--- config.mk ---
export PLATFORM = sky130hd
export DESIGN_NAME = branch_resolve_unit_flat
export DESIGN_NICKNAME = d
export VERILOG_FILES = /design/src/rtl/branch_pkg.sv /design/src/rtl/branch_resolve_unit_if.sv /design/src/rtl/branch_cond_eval.sv /design/src/rtl/branch_resolve_unit.sv /design/src/flat_wrapper.sv
export SDC_FILE = /design/constraint.sdc
export NUM_CORES = 1
export LEC_CHECK = 0
export ABC_AREA = 1
export BUFFER_PORTS_ARGS = -buffer_cell sky130_fd_sc_hd__buf_2
export CORE_ASPECT_RATIO = 0.75
export CORE_MARGIN = 5
export CORE_UTILIZATION = 50
export DETAILED_ROUTE_END_ITERATION = 10
export PLACE_DENSITY = 0.76
export SLEW_MARGIN = 30
export SYNTH_ARGS = -nofsm -noshare
export SYNTH_HDL_FRONTEND = slang
export SYNTH_HIERARCHICAL = 1
export SYNTH_SLANG_ARGS = --single-unit
--- constraint.sdc ---
create_clock -name Clk -period 2.6 [get_ports Clk]
set_clock_uncertainty 0.1 [all_clocks]
set_input_delay 0.39 -clock Clk [delete_from_list [all_inputs] [get_ports Clk]]
set_output_delay 0.39 -clock Clk [all_outputs]
set_load 0.01 [all_outputs]
--- src/rtl/branch_pkg.sv ---
// Shared definitions for the branch resolve unit: branch opcodes, FSM states
// and the sequential PC step.
package branch_pkg;

  typedef enum logic [2:0] {
    BR_BEQ  = 3'd0,
    BR_BNE  = 3'd1,
    BR_BLT  = 3'd2,
    BR_BGT  = 3'd3,
    BR_BLEZ = 3'd4,
    BR_BGTZ = 3'd5,
    BR_BLTZ = 3'd6,
    BR_BGEZ = 3'd7
  } br_op_e;

  typedef enum logic {
    ST_IDLE     = 1'b0,
    ST_REDIRECT = 1'b1
  } state_e;

  localparam logic [31:0] PC_STEP = 32'd4;

endpackage

--- src/rtl/branch_resolve_unit_if.sv ---
// Branch-in / redirect-out bundle of the branch resolve unit.
// The master side is the pipeline (ID stage plus fetch); the slave side is the unit.
interface branch_resolve_unit_if #(
  parameter int CNT_W = 16
);
  logic             Br_Valid;
  logic             Br_Ready;
  logic [2:0]       Br_Op;
  logic             Beq;
  logic             Blt;
  logic             Bgt;
  logic             Zero;
  logic             Bltz;
  logic             Bgtz;
  logic [31:0]      Br_PC;
  logic [31:0]      Br_Offset;
  logic             Redirect_Valid;
  logic             Redirect_Ready;
  logic [31:0]      Redirect_PC;
  logic             Flush;
  logic [CNT_W-1:0] Taken_Count;
  logic [CNT_W-1:0] NotTaken_Count;

  modport master (
    output Br_Valid, Br_Op, Beq, Blt, Bgt, Zero, Bltz, Bgtz, Br_PC, Br_Offset,
    output Redirect_Ready,
    input  Br_Ready, Redirect_Valid, Redirect_PC, Flush, Taken_Count, NotTaken_Count
  );

  modport slave (
    input  Br_Valid, Br_Op, Beq, Blt, Bgt, Zero, Bltz, Bgtz, Br_PC, Br_Offset,
    input  Redirect_Ready,
    output Br_Ready, Redirect_Valid, Redirect_PC, Flush, Taken_Count, NotTaken_Count
  );
endinterface

--- src/rtl/branch_cond_eval.sv ---
// Combinational taken/not-taken decision from the branch opcode and comparator flags.
// Flags are trusted as presented; no cross-checking between them.
module branch_cond_eval
  import branch_pkg::*;
(
  input  logic [2:0] br_op,
  input  logic       beq,
  input  logic       blt,
  input  logic       bgt,
  input  logic       zero,
  input  logic       bltz,
  input  logic       bgtz,
  output logic       taken
);

  always_comb begin
    taken = 1'b0;
    case (br_op_e'(br_op))
      BR_BEQ:  taken = beq;
      BR_BNE:  taken = ~beq;
      BR_BLT:  taken = blt;
      BR_BGT:  taken = bgt;
      BR_BLEZ: taken = zero | bltz;
      BR_BGTZ: taken = bgtz;
      BR_BLTZ: taken = bltz;
      BR_BGEZ: taken = zero | bgtz;
      default: taken = 1'b0;
    endcase
  end

endmodule

--- src/rtl/branch_resolve_unit.sv ---
// Resolves ID-stage branches: flushes the wrong path, hands the target to fetch
// over valid/ready, and keeps saturating taken/not-taken statistics.
module branch_resolve_unit
  import branch_pkg::*;
#(
  parameter int FLUSH_CYCLES = 1,
  parameter int CNT_W        = 16
) (
  input  logic                  Clk,
  input  logic                  Reset,
  branch_resolve_unit_if.slave  bus
);

  localparam logic [2:0]       FLUSH_INIT = 3'(FLUSH_CYCLES);
  localparam logic [CNT_W-1:0] CNT_MAX    = {CNT_W{1'b1}};

  state_e           state_q, state_d;
  logic [31:0]      redirect_pc_q, redirect_pc_d;
  logic             redirect_valid_q, redirect_valid_d;
  logic [2:0]       flush_cnt_q, flush_cnt_d;
  logic [CNT_W-1:0] taken_cnt_q, taken_cnt_d;
  logic [CNT_W-1:0] not_taken_cnt_q, not_taken_cnt_d;

  logic             taken;
  logic             handshake;
  logic [31:0]      target;

  branch_cond_eval u_cond_eval (
    .br_op (bus.Br_Op),
    .beq   (bus.Beq),
    .blt   (bus.Blt),
    .bgt   (bus.Bgt),
    .zero  (bus.Zero),
    .bltz  (bus.Bltz),
    .bgtz  (bus.Bgtz),
    .taken (taken)
  );

  assign target    = bus.Br_PC + PC_STEP + (bus.Br_Offset << 2);
  assign handshake = redirect_valid_q & bus.Redirect_Ready;

  always_comb begin
    state_d          = state_q;
    redirect_pc_d    = redirect_pc_q;
    redirect_valid_d = redirect_valid_q;
    flush_cnt_d      = flush_cnt_q;
    taken_cnt_d      = taken_cnt_q;
    not_taken_cnt_d  = not_taken_cnt_q;

    case (state_q)
      ST_IDLE: begin
        if (bus.Br_Valid) begin
          if (taken) begin
            redirect_pc_d    = target;
            redirect_valid_d = 1'b1;
            flush_cnt_d      = FLUSH_INIT;
            state_d          = ST_REDIRECT;
            if (taken_cnt_q != CNT_MAX) taken_cnt_d = taken_cnt_q + CNT_W'(1);
          end else if (not_taken_cnt_q != CNT_MAX) begin
            not_taken_cnt_d = not_taken_cnt_q + CNT_W'(1);
          end
        end
      end

      ST_REDIRECT: begin
        if (flush_cnt_q != 3'd0) flush_cnt_d = flush_cnt_q - 3'd1;
        if (handshake) redirect_valid_d = 1'b0;
        // Leave only once fetch has the target and the flush window has drained.
        if ((handshake || !redirect_valid_q) && (flush_cnt_d == 3'd0)) state_d = ST_IDLE;
      end

      default: state_d = ST_IDLE;
    endcase
  end

  always_ff @(posedge Clk) begin
    if (!Reset) begin
      state_q          <= ST_IDLE;
      redirect_pc_q    <= 32'd0;
      redirect_valid_q <= 1'b0;
      flush_cnt_q      <= 3'd0;
      taken_cnt_q      <= '0;
      not_taken_cnt_q  <= '0;
    end else begin
      state_q          <= state_d;
      redirect_pc_q    <= redirect_pc_d;
      redirect_valid_q <= redirect_valid_d;
      flush_cnt_q      <= flush_cnt_d;
      taken_cnt_q      <= taken_cnt_d;
      not_taken_cnt_q  <= not_taken_cnt_d;
    end
  end

  assign bus.Br_Ready       = (state_q == ST_IDLE);
  assign bus.Redirect_Valid = redirect_valid_q;
  assign bus.Redirect_PC    = redirect_pc_q;
  assign bus.Flush          = (state_q == ST_REDIRECT) && (flush_cnt_q != 3'd0);
  assign bus.Taken_Count    = taken_cnt_q;
  assign bus.NotTaken_Count = not_taken_cnt_q;

endmodule

--- src/flat_wrapper.sv ---
// flat-port wrapper written by rule: the top's interface ports become plain ports
module branch_resolve_unit_flat import branch_pkg::*;
#(
  parameter int FLUSH_CYCLES = 1,
  parameter int CNT_W        = 16
)
  (Clk, Reset, bus_Br_Valid, bus_Br_Op, bus_Beq, bus_Blt, bus_Bgt, bus_Zero, bus_Bltz, bus_Bgtz, bus_Br_PC, bus_Br_Offset, bus_Redirect_Ready, bus_Br_Ready, bus_Redirect_Valid, bus_Redirect_PC, bus_Flush, bus_Taken_Count, bus_NotTaken_Count);
  branch_resolve_unit_if #(.CNT_W(CNT_W)) bus_i ();
  input  logic Clk;
  input  logic Reset;
  input wire logic [$bits(bus_i.Br_Valid)-1:0] bus_Br_Valid;
  input wire logic [$bits(bus_i.Br_Op)-1:0] bus_Br_Op;
  input wire logic [$bits(bus_i.Beq)-1:0] bus_Beq;
  input wire logic [$bits(bus_i.Blt)-1:0] bus_Blt;
  input wire logic [$bits(bus_i.Bgt)-1:0] bus_Bgt;
  input wire logic [$bits(bus_i.Zero)-1:0] bus_Zero;
  input wire logic [$bits(bus_i.Bltz)-1:0] bus_Bltz;
  input wire logic [$bits(bus_i.Bgtz)-1:0] bus_Bgtz;
  input wire logic [$bits(bus_i.Br_PC)-1:0] bus_Br_PC;
  input wire logic [$bits(bus_i.Br_Offset)-1:0] bus_Br_Offset;
  input wire logic [$bits(bus_i.Redirect_Ready)-1:0] bus_Redirect_Ready;
  output wire logic [$bits(bus_i.Br_Ready)-1:0] bus_Br_Ready;
  output wire logic [$bits(bus_i.Redirect_Valid)-1:0] bus_Redirect_Valid;
  output wire logic [$bits(bus_i.Redirect_PC)-1:0] bus_Redirect_PC;
  output wire logic [$bits(bus_i.Flush)-1:0] bus_Flush;
  output wire logic [$bits(bus_i.Taken_Count)-1:0] bus_Taken_Count;
  output wire logic [$bits(bus_i.NotTaken_Count)-1:0] bus_NotTaken_Count;
  assign bus_i.Br_Valid = bus_Br_Valid;
  assign bus_i.Br_Op = bus_Br_Op;
  assign bus_i.Beq = bus_Beq;
  assign bus_i.Blt = bus_Blt;
  assign bus_i.Bgt = bus_Bgt;
  assign bus_i.Zero = bus_Zero;
  assign bus_i.Bltz = bus_Bltz;
  assign bus_i.Bgtz = bus_Bgtz;
  assign bus_i.Br_PC = bus_Br_PC;
  assign bus_i.Br_Offset = bus_Br_Offset;
  assign bus_i.Redirect_Ready = bus_Redirect_Ready;
  assign bus_Br_Ready = bus_i.Br_Ready;
  assign bus_Redirect_Valid = bus_i.Redirect_Valid;
  assign bus_Redirect_PC = bus_i.Redirect_PC;
  assign bus_Flush = bus_i.Flush;
  assign bus_Taken_Count = bus_i.Taken_Count;
  assign bus_NotTaken_Count = bus_i.NotTaken_Count;
  branch_resolve_unit #(.FLUSH_CYCLES(FLUSH_CYCLES), .CNT_W(CNT_W)) u_core (.Clk(Clk), .Reset(Reset), .bus(bus_i));
endmodule
Word level (Yosys, flattened, before mapping)
Index checks and enable logic that the tools add are counted.
{ "totals": {"register_bits": 69, "in_bits": 77, "output_inout_bits": 67, "word_cells": 55} }
{ "classes": {"n_addsub": 5, "eq_ne": 12, "n_mux": 14, "bitwise": 6, "reduce_logical": 12} }
{ "op_table": {"columns": ["operator", "n"], "rows": [
  ["16-bit by 1-bit adder with 16-bit output, second input constant", 2],
  ["32-bit by 3-bit adder with 32-bit output, second input constant", 1],
  ["32-bit adder", 1],
  ["16-bit != test, second input constant", 2],
  ["3-bit equality test, second input constant", 4],
  ["3-bit two-way mux", 4],
  ["1-bit case mux with 8 select lines", 1],
  ["4-bit AND reduction", 2],
  ["3-bit by 2-bit equality test with 1-bit output, second input constant", 2],
  ["3-bit logical NOT", 2],
  ["1-bit two-way mux", 6],
  ["3-bit case mux with 2 select lines", 1],
  ["3-bit AND reduction", 2],
  ["2-bit != test, second input constant", 2],
  ["1-bit case mux with 2 select lines", 2],
  ["3-bit by 1-bit equality test with 1-bit output, second input constant", 1],
  ["1-bit NOT", 3],
  ["3-bit nonzero test", 1],
  ["3-bit by 1-bit subtractor with 3-bit output, second input constant", 1],
  ["1-bit logical AND", 2],
  ["2-bit by 1-bit != test with 1-bit output, second input constant", 1],
  ["1-bit bitwise OR", 2],
  ["2-bit AND reduction", 1],
  ["1-bit bitwise AND", 1],
  ["other kinds (2)", 2]
]} }

Depth between registers and ports, before layout
{ "logic_depth": {"depth_word": 7, "mapped_depth": 15, "ltp_nobuf": 15} }

Hierarchy
Netlist, hierarchy kept.
{ "by_module_without_submodules": {"columns": ["mod", "n_inst", "cells_each", "area_per_inst_um2", "seq_area_each_um2"], "rows": [
  ["branch_resolve_unit", 1, 927, 5671.7, 1381.3],
  ["branch_cond_eval", 1, 20, 81.3, 0.0]
]} }

Worst setup path before layout
OpenSTA, ideal clock, no wires.
{ "synth_timing": {"path_kind": "input-to-reg", "startpoint": "input port bus_Br_PC[3]", "endpoint": "register u_core.redirect_pc_q[19] (netlist: u_core/bus.Redirect_PC[19])", "setup_ns": 0.115, "t_arrival_ns": 2.091, "t_required_ns": 2.385, "path_slack_ns": 0.293, "path_stages": 12, "n_path_buf": 0, "path_cell_list": "ha_1 ha_1 fa_1 nand3_1 nand3_1 nand2_1 nand2_1 nand2_1 nand2_1 xor2_1 o21ai_0 inv_1"} }
{ "synth_via": {"elab_chain_cells": 2} }
{ "synth_rtl": {"columns": ["item", "line_no", "source"], "rows": [
  ["from (decl)", "flat_wrapper.sv:19", "input wire logic [$bits(bus_i.Br_PC)-1:0] bus_Br_PC;"],
  ["32-bit by 3-bit adder with 32-bit output", "branch_resolve_unit.sv:39", "assign target = bus.Br_PC + PC_STEP + (bus.Br_Offset << 2);"],
  ["32-bit adder", "branch_resolve_unit.sv:39", null],
  ["to (signal assigned)", "branch_resolve_unit.sv:86", "redirect_pc_q <= redirect_pc_d;"],
  ["to (decl)", "branch_resolve_unit.sv:18", "logic [31:0] redirect_pc_q, redirect_pc_d;"]
]} }
Every way passes these cells.
A chain may end at the register's enable or synchronous reset.

Final worst setup path
{ "layout_timing": {"startpoint": "input port bus_Br_PC[3]", "endpoint": "register u_core.redirect_pc_q[23] (netlist: u_core/bus.Redirect_PC[23])"} }
The elaborated chain is that of the path after synthesis.

==> impl_results.md <==
- Grt ovf: 0
- Die Span X: 134 µm
- Post-synthesis compound-gate area fraction: 8.07%
- Most common cell in the netlist: nand2_1
- Crit Reg-Reg Startpoint: u_core/bus.Taken_Count[0]$_SDFFE_PN0P_
- Placed cell area: 0.00666 mm²
- # rows: 33
- Final period util: 87.0%
- Initial antenna violation count: 0
- Area growth syn-to-layout: 20.6%
- Post-Route WL: 15500 µm
- R2R Setup Slk: 0.59 ns
- DP HPWL: 12400 µm
- Chip height: 103 µm
- Die ar.: 0.0138 mm²
- CP endpoint kind: flop
- Worst Path Required: 2.72 ns
- Power per cell area: 481 mW/mm²
- Post-synth top area share: 24.0%
- Minimum clock period after layout: 2.26 ns
- Num ports: 144
- H-Tree Level Count: 3
- Largest net degree at the start of global routing: 35
- Main synth FF type: dfxtp_1
- Critical path arrival: 2.39 ns
- Sequential area share after synthesis: 24.0%
- Clock Sinks: 69
- Port Buffers: 141
- Hold path depth: 3
- Post-DRT Antenna Nets: 0
- Area of the multi-input gates: 0.00371 mm²
- CTS tree: yes
- DR vias: 6153
- Worst r2r dst: u_core/bus.Taken_Count[14]$_SDFFE_PN0P_
- Fin worst setup slack: 0.337 ns
- Post-synth EDFFs: 0
- Power Total: 3.34 mW
- F_max: 442 MHz
- Final #Nets: 1236
- Net Count, Synth: 1086
- Syn Area/Cell: 6.07 µm²
- Clk pin slew, worst setup/hold paths: 0.06 ns
- Ys async rst share: 0%
- XOR/XNOR share of the synthesized area: 5.18%
- Wire length of the first global-routing pass: 25300 µm
- Slew margin rel.: 58.9%
- Max FO, Critical Path: 4
- Ant. Diodes: 0
- 1st-pass router iterations: 5
- GPL Wtd Cong: 0.931
- Clock tree buffer depth: 2
- Final core occ: 62.4%
- TNS Setup: 0 ns
- Hold Path End: u_core/bus.Redirect_PC[1]$_SDFFE_PN0P_
- Synth top area cells: dfxtp_1, nand2_1, ha_1, inv_1, nor2_1
- FILL cells: 1094
- WS Path Type: in2reg
- Setup WS pre-CTS: 0.0476 ns
- FF/Latch Area: 0.00138 mm²
- Final hold violation count: 0
- RSZ-0062 raised after global routing: no
- Max IR drop VDD: 346 µV
- Outcome: finished clean
- DR vias/cell: 4.95
- Num CTS Buffers: 9
- Max cap viols: 0
- Slew @ Worst Pin: 0.616 ns
- Yosys cell types: 34
- Class of the worst hold path: in2reg
- Final setup vio count: 0
- Hold_sp: bus_Br_PC[1]
- Synth Instances: 947
- FF-to-FF path depth: 8
- Finished Cell Area: 0.00694 mm²
- Worst Setup Start Kind: input pin
- Drt drc: 0
- Yosys warnings: 6
- Vias in the first global route: 5419
- Pleak: 3.94 nW
- Drt initial violations: 410
- Largest family of logic cells by synthesized area: simple AND/OR/NAND/NOR gates
- Mapped cell area: 0.00575 mm²
- Yosys reg bits: 69
- Core Footprint: 0.0111 mm²
- CTS Root Cell: clkbuf_16
- Synth area leader: dfxtp_1
- Starting Density: 51.8%
- Post-CTS setup buffers: 0
- Synth cell count leaders: nand2_1, inv_1, nor2_1, dfxtp_1, nand3_1
- Hold buffers post-CTS: 0
- PostCTS Resize Cnt: 0
- Global Route Usage Sum: 22.3%
- Adder-Cell Fraction of Synth Area: 13.6%
- Share of post-route cells with drive strength above 1: 16.8%
- Fin. max-slew vios: 0
- Drt wl/cell: 12.5 µm
- Worst skew pair latency: 0.32 ns
- Area share of and/or/nand/nor cells after synthesis: 37.6%
- Multiplexer share of the synthesized area: 0%
-- worst max-delay path: stages --
cell      delay [ns]
buf_2           0.10
ha_1            0.31
ha_1            0.23
fa_1            0.38
nand3_1         0.10
nand3_1         0.14
nand3_1         0.11
nand3b_1        0.19
nand2_1         0.15
nand2_1         0.06
nand2_1         0.05
nand3_1         0.06
nand2_1         0.07
inv_1           0.04
-- final cells by class --
class                      count  area share (%)
clock inverter                 6           0.559
inverter                     154            8.33
timing repair buffer         155            11.7
clock buffer                  10            3.45
sequential                    69            19.9
tap                          140            2.53
multi-input combinational    708            53.5
-- worst max path at each step --
stage,start,to
after floorplan,bus_Br_PC[3],u_core/bus.Redirect_PC[19]$_SDFFE_PN0P_
after global placement,bus_Br_PC[3],u_core/bus.Redirect_PC[31]$_SDFFE_PN0P_
after detailed placement,bus_Br_PC[3],u_core/bus.Redirect_PC[31]$_SDFFE_PN0P_
after CTS,bus_Br_PC[3],u_core/bus.Redirect_PC[31]$_SDFFE_PN0P_
after global routing,bus_Br_PC[3],u_core/bus.Redirect_PC[31]$_SDFFE_PN0P_
final,bus_Br_PC[3],u_core/bus.Redirect_PC[23]$_SDFFE_PN0P_
-- state kept, by name, indices dropped and copies added, names as in the netlist --
name / cells
u_core/bus.Redirect_Valid: 1
u_core/bus.Redirect_PC: 32
u_core/bus.Taken_Count: 16
u_core/bus.NotTaken_Count: 16
u_core/state_q: 1
u_core/flush_cnt_q: 3
-- where the power goes --
group | internal (mW) | switching [mW] | leakage, nW
Clock | 0.667 | 0.450 | 0.134
Combinational | 0.394 | 0.659 | 3.25
Sequential | 1.12 | 0.0420 | 0.563
-- stage by stage --
step / instances / hold slack, ns
finish: 1242 / 0.210
floorplan: 947 / 0.357
global route: 1242 / 0.206
detailed placement: 1226 / 0.382
CTS: 1242 / 0.197
global placement: 1226 / 0.371
-- layout by cell type (no fill, tap or decap), types with 3 or more instances in the layout --
master / Yosys / final
nand2_1: 300 / 300
inv_1: 151 / 151
buf_2: 2 / 141
nor2_1: 121 / 121
dfxtp_1: 69 / 69
nand3_1: 63 / 63
ha_1: 61 / 61
a21oi_1: 51 / 51
o21ai_0: 28 / 28
xor2_1: 24 / 24
buf_4: 0 / 14
nor3_1: 12 / 12
nand4_1: 11 / 11
xnor2_1: 10 / 10
clkbuf_16: 0 / 9
a211oi_1: 4 / 4
clkinv_2: 0 / 3
inv_2: 3 / 3
nor4_1: 3 / 3
-- cells by family (layout without fill, tap and decap cells) --
group,count (synthesis),in the layout
and+or+nand+nor,524,524
AOI/OAI and AO/OA,88,88
DFF,69,69
xor gates and xnor gates,34,34
buffers and inverters,170,325
adders and majority gates,62,62
-- per-layer routing --
layer / up-vias / track usage, % / wire length (µm)
met1: 2632 / 32.9 / 7830
li1: 3272 / - / -
met3: 16 / 4.29 / 1290
met2: 233 / 33.9 / 6180
met5: - / 0 / 0
met4: 0 / 4.58 / 189
(Power assumes the default switching activity.)
